`config.mk`:
```
export PLATFORM = sky130hd
export DESIGN_NAME = word2ascii_tx
export DESIGN_NICKNAME = d
export VERILOG_FILES = /design/src/rtl/word2ascii_tx_pkg.sv /design/src/rtl/word2ascii_tx_nib2ascii.sv /design/src/rtl/word2ascii_tx.sv
export SDC_FILE = /design/constraint.sdc
export NUM_CORES = 1
export LEC_CHECK = 0
export ABC_AREA = 1
export CORE_ASPECT_RATIO = 0.8
export CORE_MARGIN = 2
export CORE_UTILIZATION = 30
export CTS_BUF_LIST = sky130_fd_sc_hd__clkbuf_2
export CTS_CLUSTER_SIZE = 30
export DETAILED_ROUTE_END_ITERATION = 6
export PLACE_DENSITY = 0.51
export SYNTH_ARGS = -nofsm -noshare
export SYNTH_HDL_FRONTEND = slang
export SYNTH_SLANG_ARGS = --single-unit
export TNS_END_PERCENT = 20
```
`constraint.sdc`:
```
create_clock -name clk -period 4.2 [get_ports clk]
set_input_delay 0.84 -clock clk [delete_from_list [all_inputs] [get_ports clk]]
set_output_delay 0.84 -clock clk [all_outputs]
set_load 0.02 [all_outputs]
```
`src/rtl/word2ascii_tx_pkg.sv`:
```
// Shared constants and state encoding for the hex-word-to-ASCII UART front end.
// The character-count helper keeps the counter sizing identical in all users.
package word2ascii_tx_pkg;

    localparam logic [7:0] ASCII_0  = 8'h30;
    localparam logic [7:0] ASCII_A  = 8'h41;
    localparam logic [7:0] ASCII_CR = 8'h0D;
    localparam logic [7:0] ASCII_LF = 8'h0A;

    typedef enum logic [2:0] {
        ST_IDLE      = 3'd0,
        ST_SEND      = 3'd1,
        ST_WAIT_ACK  = 3'd2,
        ST_WAIT_DONE = 3'd3,
        ST_NEXT      = 3'd4
    } state_e;

    // Characters per word: one per hex digit plus the optional CR/LF pair.
    function automatic int char_total(input int num_digits, input int append_crlf);
        return num_digits + ((append_crlf != 0) ? 2 : 0);
    endfunction

endpackage

```
`src/rtl/word2ascii_tx_nib2ascii.sv`:
```
// Combinational nibble to uppercase hex ASCII encoder, zero-extended to the UART width.
// Mirror image of the receive-side ASCII-to-nibble decoder.
module nib2ascii
    import word2ascii_tx_pkg::*;
#(
    parameter int PAYLOAD_BITS = 8
) (
    input  logic [3:0]              nib_in,
    output logic [PAYLOAD_BITS-1:0] ascii_out
);

    logic [7:0] code;

    always_comb begin
        code = ASCII_0 + {4'd0, nib_in};
        if (nib_in > 4'd9) begin
            code = ASCII_A + {4'd0, nib_in} - 8'd10;
        end
    end

    // Bits above the 8-bit code are tied low for wide UART characters.
    for (genvar gi = 0; gi < PAYLOAD_BITS; gi++) begin : g_bit
        if (gi < 8) begin : g_code
            assign ascii_out[gi] = code[gi];
        end else begin : g_zero
            assign ascii_out[gi] = 1'b0;
        end
    end

endmodule

```
`src/rtl/word2ascii_tx.sv`:
```
// Prints a captured word as uppercase hex (MSB digit first, optional CR/LF) through a
// byte-wide UART transmitter using a send / ack / done handshake per character.
module word2ascii_tx
    import word2ascii_tx_pkg::*;
#(
    parameter int PAYLOAD_BITS = 8,
    parameter int NUM_DIGITS   = 8,
    parameter int APPEND_CRLF  = 1
) (
    input  logic                    clk,
    input  logic                    rst,
    input  logic [4*NUM_DIGITS-1:0] word_in,
    input  logic                    word_valid,
    output logic                    word_ready,
    output logic [PAYLOAD_BITS-1:0] uart_tx_data,
    output logic                    uart_tx_en,
    input  logic                    uart_tx_busy,
    output logic                    busy
);

    localparam int WORD_BITS = 4 * NUM_DIGITS;
    localparam int TOTAL     = char_total(NUM_DIGITS, APPEND_CRLF);
    localparam int CNT_BITS  = $clog2(TOTAL + 1);
    localparam logic [CNT_BITS-1:0] CNT_LAST   = CNT_BITS'(TOTAL);
    localparam logic [CNT_BITS-1:0] CNT_DIGITS = CNT_BITS'(NUM_DIGITS);

    state_e                  state_q, state_d;
    logic [WORD_BITS-1:0]    shift_q, shift_d;
    logic [CNT_BITS-1:0]     cnt_q, cnt_d;
    logic [PAYLOAD_BITS-1:0] data_q, data_d;
    logic                    en_q, en_d;
    logic                    ready_q, ready_d;
    logic                    busy_q, busy_d;

    logic [WORD_BITS-1:0]    src_word;
    logic [CNT_BITS-1:0]     src_cnt;
    logic [PAYLOAD_BITS-1:0] digit_char;
    logic [PAYLOAD_BITS-1:0] char_next;
    logic                    accept;
    logic                    more_chars;

    // In IDLE the first character comes straight from word_in so it is ready with the first strobe.
    assign src_word   = (state_q == ST_IDLE) ? word_in : shift_q;
    assign src_cnt    = (state_q == ST_IDLE) ? '0 : cnt_q;
    assign accept     = word_valid & ready_q;
    assign more_chars = (cnt_q != CNT_LAST);

    nib2ascii #(
        .PAYLOAD_BITS (PAYLOAD_BITS)
    ) u_nib2ascii (
        .nib_in    (src_word[WORD_BITS-1 -: 4]),
        .ascii_out (digit_char)
    );

    always_comb begin
        char_next = digit_char;
        if (src_cnt == CNT_DIGITS) begin
            char_next = PAYLOAD_BITS'(ASCII_CR);
        end else if (src_cnt > CNT_DIGITS) begin
            char_next = PAYLOAD_BITS'(ASCII_LF);
        end
    end

    always_comb begin
        state_d = state_q;
        shift_d = shift_q;
        cnt_d   = cnt_q;
        data_d  = data_q;
        en_d    = 1'b0;

        case (state_q)
            ST_IDLE: begin
                if (accept) begin
                    shift_d = word_in;
                    cnt_d   = '0;
                    data_d  = char_next;
                    en_d    = ~uart_tx_busy;
                    state_d = ST_SEND;
                end
            end
            ST_SEND: begin
                // Stay here with the strobe low until the transmitter is free.
                if (en_q) begin
                    state_d = ST_WAIT_ACK;
                end else begin
                    en_d = ~uart_tx_busy;
                end
            end
            ST_WAIT_ACK: begin
                if (uart_tx_busy) begin
                    state_d = ST_WAIT_DONE;
                end
            end
            ST_WAIT_DONE: begin
                if (!uart_tx_busy) begin
                    shift_d = shift_q << 4;
                    cnt_d   = cnt_q + 1'b1;
                    state_d = ST_NEXT;
                end
            end
            ST_NEXT: begin
                if (more_chars) begin
                    data_d  = char_next;
                    en_d    = ~uart_tx_busy;
                    state_d = ST_SEND;
                end else begin
                    cnt_d   = '0;
                    state_d = ST_IDLE;
                end
            end
            default: begin
                state_d = ST_IDLE;
            end
        endcase

        ready_d = (state_d == ST_IDLE);
        busy_d  = ~ready_d;
    end

    always_ff @(posedge clk) begin
        if (rst) begin
            state_q <= ST_IDLE;
            shift_q <= '0;
            cnt_q   <= '0;
            data_q  <= '0;
            en_q    <= 1'b0;
            ready_q <= 1'b1;
            busy_q  <= 1'b0;
        end else begin
            state_q <= state_d;
            shift_q <= shift_d;
            cnt_q   <= cnt_d;
            data_q  <= data_d;
            en_q    <= en_d;
            ready_q <= ready_d;
            busy_q  <= busy_d;
        end
    end

    assign word_ready   = ready_q;
    assign uart_tx_data = data_q;
    assign uart_tx_en   = en_q;
    assign busy         = busy_q;

endmodule

```
# After elaboration in Yosys (flattened, before gate mapping)

Cells that the tools add are included.

Bits in registers: 50
Input port bits: 36
Output and inout port bits: 11
Logic and storage cells: 59

Add/sub/neg operators: 4
$lt $le $gt $ge: 2
Eq/ne operators: 10
Multiplexer cells: 25
Bitwise operators: 3
Reductions and logical operators: 8

Operators with widths:

| operator              | number |
|---|---|
| $mux W32              | 3 |
| $pmux W32 S2          | 1 |
| $mux W8               | 5 |
| $mux W4               | 4 |
| $pmux W8 S2           | 1 |
| $pmux W3 S5           | 1 |
| $mux W3               | 4 |
| $pmux W4 S3           | 1 |
| $add A7 B4 Y8 const A | 1 |
| $gt A4 B4 Y1 const B  | 2 |
| $ne A2 B2 Y1 const B  | 4 |
| $sub A8 B4 Y8 const B | 1 |
| $add A6 B4 Y7 const A | 1 |
| $eq A3 B2 Y1 const B  | 2 |
| $logic_not A3 Y1      | 2 |
| $reduce_and A3 Y1     | 2 |
| $add A4 B1 Y4 const B | 1 |
| $eq A4 B4 Y1 const B  | 1 |
| $mux W1               | 4 |
| $ne A4 B4 Y1 const B  | 1 |
| $reduce_and A4 Y1     | 1 |
| $reduce_bool A2 Y1    | 2 |
| $eq A3 B1 Y1 const B  | 1 |
| $eq A3 B3 Y1 const B  | 1 |
| other kinds (4)       | 5 |

# Longest topological paths before layout

Depth after elaboration: 9
Depth in mapped cells: 14
Gate-level depth less buffers: 13

# Modules after synthesis

A second synthesis with hierarchy kept.

Cell total of the unflattened synthesis: 367
Area total of the unflattened synthesis: 2,551.2 µm²

Modules (own cells, without submodules):

| module        | times used | cells each | area each (µm²) | seq. area each (µm²) |
|---|---|---|---|---|
| word2ascii_tx | 1          | 346        | 2,419.8         | 1,001.0 |
| nib2ascii     | 1          | 21         | 131.4           | 0.0 |

# Worst setup path after synthesis

Ideal clock, no wire load.

Kind: in2reg
Start point: input word_in[28]
End point: register data_q[0], in the netlist uart_tx_data[0]
Library setup time: 0.121 ns
Arrival time: 1.893 ns
Required time: 4.079 ns
Path slack: 2.186 ns
Cell stages on the path: 10
Path buffers: 0
Cells stage by stage: o21ai_2 -> inv_1 -> ha_1 -> or2_2 -> nand3_2 -> nand2_2 -> inv_2 -> nand2_1 -> nand3_1 -> a21oi_1

Longest elaborated chain between the ends: 8
Elaborated cells on any way between the ends: 11
Classes of those cells: 3 x add/sub; 1 x order compare; 7 x mux

RTL lines:

| what                       | line                                      | text |
|---|---|---|
| from (decl)                | word2ascii_tx.sv:12                       | `input logic [4*NUM_DIGITS-1:0] word_in,` |
| $mux W32 *                 | word2ascii_tx.sv:43                       | `assign src_word = (state_q == ST_IDLE) ? word_in : shift_q;` |
| $add A7 B4 Y8              | word2ascii_tx_nib2ascii.sv:17             | `code = ASCII_A + {4'd0, nib_in} - 8'd10;` |
| $sub A8 B4 Y8              | word2ascii_tx_nib2ascii.sv:17             |  |
| $mux W8 *                  | word2ascii_tx_nib2ascii.sv:16             | `if (nib_in > 4'd9) begin` |
| $mux W8 *                  | word2ascii_tx.sv:59                       | `end else if (src_cnt > CNT_DIGITS) begin` |
| $mux W8 *                  | word2ascii_tx.sv:57                       | `if (src_cnt == CNT_DIGITS) begin` |
| $mux W8 (on tied branches) | word2ascii_tx.sv:102, word2ascii_tx.sv:73 |  |
| $pmux W8 S2 *              | word2ascii_tx.sv:71                       | `case (state_q)` |
| to (signal assigned)       | word2ascii_tx.sv:133                      | `data_q <= data_d;` |
| to (decl)                  | word2ascii_tx.sv:30                       | `logic [PAYLOAD_BITS-1:0] data_q, data_d;` |

Every way passes the cells marked *; elsewhere a longest branch is shown, timed or not. The select of a mux whose other input is x is not followed.
A chain may end at the register's enable or synchronous reset.

# Worst setup path after layout

Start point: register state_q[1]
End point: register shift_q[7]

Longest elaborated chain between the ends: 3
Elaborated cells on any way between the ends: 7
Classes of those cells: 3 x eq/ne; 1 x mux; 3 x reduce/logical

RTL lines:

| what                                                                       | line                 | text |
|---|---|---|
| from (decl)                                                                | word2ascii_tx.sv:27  | `state_e state_q, state_d;` |
| from (signal assigned)                                                     | word2ascii_tx.sv:130 | `state_q <= state_d;` |
| $eq A3 B2 Y1 / $logic_not A3 Y1 (equally long branches)                    | word2ascii_tx.sv:71  |  |
| $ne A2 B2 Y1 (no source line) / $reduce_bool A2 Y1 (equally long branches) | -                    |  |
| $reduce_and A3 Y1 (no source line)                                         | -                    |  |
| to (signal assigned)                                                       | word2ascii_tx.sv:131 | `shift_q <= shift_d;` |
| to (decl)                                                                  | word2ascii_tx.sv:28  | `logic [WORD_BITS-1:0] shift_q, shift_d;` |

Several ways; a longest one is shown, not always the timed one.

==> reports/qor.yml <==
outcome: "complete, no violations"
synth_area_um2: 2280
clockRootBuffer: "clkbuf_2"
crit_arrival_ns: 2.85
setup_tns_ns: 0
setup_viol: 0
vias_per_cell: 4.56
fin_crit_sh: 0.585
ctsHoldBuffers: 0
slew_headroom: 0.482
drive_gt1_frac: 0.0710
nets: 391
core_area_um2: 7390
port_buffers: 45
muxShareOfSynthArea: 0
clock_latency_ns: 0.43
grt-ovfl-total: 0
timing.final.ws_setup_ns: 1.74
synth.avg_cell_area_um2: 7.25
ir_drop_mv: 0.133
yosysWarnings: 0
numCtsBuffers: 5
ys.flop_type: "dfxtp_1"
whs_path_depth: 2
post_cts_resize_count: 0
fin_skew_ns: 0.0169
drt_pass1_iterations: 4
ys_ff_latch: 49
die-area_um2: 8330
hold_viol_final: 0
yosysTopAreaCellShare: 0.429
cts_buffer_depth: 2
cts_setup_buffers: 0
diodes: 0
yosysUniqueCellTypes: 25
syn_inst: 315
syn_nets: 355
gp_congestion: 0.799
path_class: "reg -> reg"
cp_cell_sequence: "nand3_2, nor2_4, nor2_4, inv_2, o21ai_0, a31oi_1"
synthTopCellsByArea: "dfxtp_1 (43%), nand2_1 (17%), a31oi_1 (7.7%)"
yosysMostFrequentCell: "nand2_1"
die_x_um: 102
ios: 47
cpMaxStageDelayCell: "nand3_2"
synthTopCellsByCount: "nand2_1 (105), dfxtp_1 (49), a31oi_1 (28)"
p_per_area_nw_per_um2: 413
wl_mm: 5.20
holdWs_ns: 0.478
r2r_setup_slack_ns: 1.74
crit_top_cell: "nor2_4"
htreeDepth: 2
startpoint_type: "flop"
fin_crit_ns: 2.46
max_stage_delay_ns: 0.56
cts_tree: "yes"
min-delay-start: "shift_q[0]"
tightest_slew_ns: 0.775
clk_pin_slew_ns: 0.27
fmax_ghz: 0.407
ant_nets: 0
grt_usage: 0.131
yosysTopAreaCell: "dfxtp_1"
cp_max_fo: 56
utilization: 0.384
first_iter_violations: 100
synth_edf_count: 0
dpl.hpwl_mm: 3.65
area_growth_pct: 24.4
grt_pass1_wl_mm: 8.63
synth_fa_ha_area_frac: 0.0219
fp-row-count: 28
stdcell_area_um2: 2840
worstPathRequired_ns: 4.59
min_to: "shift_q[0]"
synth_seq_area_share: 0.429
grt_max_degree: 57
drc_errors: 0
dpl_cell_area_um2: 2770
power.static_leakage_nw: 1.16
yosys.area_share.simple: 0.264
rr_worst_depth: 6
rsz0062_at_grt: "false"
async_flop_share: 0
synth-xor-area-share: 0
path_delay_family: "simple AND/OR/NAND/NOR gates"
r2r-end: "shift_q[7]"
first_global_vias: 1857
antenna_found_initial: 0
worst_setup_path_end_kind: "flop"
cp_num_buf_inv: 1
maxCapViolCount: 0
route.vias.total: 2082
pre_cts_ws_ns: 1.45
cts.sinks: 49
maxSlewViolCount: 0
initial_core_util: 0.309
worstHoldPathType: "reg -> reg"
wl_per_cell_um: 11.4
synth_top_family_by_area: "simple AND/OR/NAND/NOR gates"
synth_compound_area_frac: 0.200
r2r_start: "state_q[1]"
die_y_um: 82.1
-- how the worst max path moves through the flow --
stage / start / to / cells after the start
finish: state_q[1] / shift_q[7] / 6
detailed placement: word_valid / shift_q[7] / 7
global placement: word_valid / shift_q[4] / 7
CTS: state_q[1] / shift_q[6] / 6
floorplan: word_in[28] / uart_tx_data[0] / 10
global route: state_q[1] / shift_q[6] / 6
-- cell families after synthesis --
group	after synthesis
AND/OR/NAND/NOR	140
adder cells (fa/ha/maj)	4
buffers and inverters	39
AO/OA/AOI/OAI	82
flip-flops	49
other	1
-- sequential cells by signal, indices dropped and copies added (netlist names) --
| signal | count |
|---|---|
| cnt_q | 4 |
| busy | 1 |
| uart_tx_data | 7 |
| state_q | 3 |
| uart_tx_en | 1 |
| word_ready | 1 |
| shift_q | 32 |
-- power breakdown --
group | internal (W) | total (W) | switching, W
Combinational | 0.000139 | 0.000331 | 0.000192
Clock | 0.000101 | 0.000264 | 0.000162
Sequential | 0.000539 | 0.000578 | 0.0000398
Total | 0.000779 | 0.00117 | 0.000394
-- final cells by class --
class | instances | area (µm²)
clock inverter | 3 | 46.3
sequential | 49 | 981
tap | 105 | 131
fill | 784 | 4550
multi-input combinational | 227 | 1110
inverter | 21 | 78.8
timing repair buffer | 47 | 465
clock buffer | 5 | 25.0
-- worst reg2reg max path: stages (launching register included) --
cell and delay, ns:
dfxtp_1 0.53, nand3_2 0.56, nor2_4 0.31, nor2_4 0.08, inv_2 0.56, o21ai_0 0.20
a31oi_1 0.18
-- layout by cell type, fill, tap and decap left out --
cell type          n
a21oi_1           16
a31oi_1           28
buf_4              2
bufinv_16          1
clkbuf_2           5
clkdlybuf4s50_1   45
clkinv_4           1
clkinvlp_4         1
conb_1             1
dfxtp_1           49
ha_1               4
inv_1             18
inv_2              3
nand2_1          105
nand2_2            2
nand3_1           12
nand3_2            2
nand3b_1           2
nand4_1            1
nor2_1             9
nor2_4             4
nor3_1             2
o21ai_0           23
o21ai_1           12
o21ai_2            3
or2_2              1
-- per-layer routing --
layer,GRT usage,up-vias,routed length (µm)
li1,-,1116,-
met1,0.187,921,2770
met2,0.193,40,2160
met3,0.0323,5,227
met4,0.0405,0,42
met5,0,-,0
-- through the flow --
stage	power [W]	instances
2_1_floorplan	0.000824	315
3_3_place_gp	0.000917	449
3_5_place_dp	0.000921	449
4_1_cts	0.00119	457
5_1_grt	0.00126	457
6_report	0.00117	457
(Power assumes the default switching activity.)
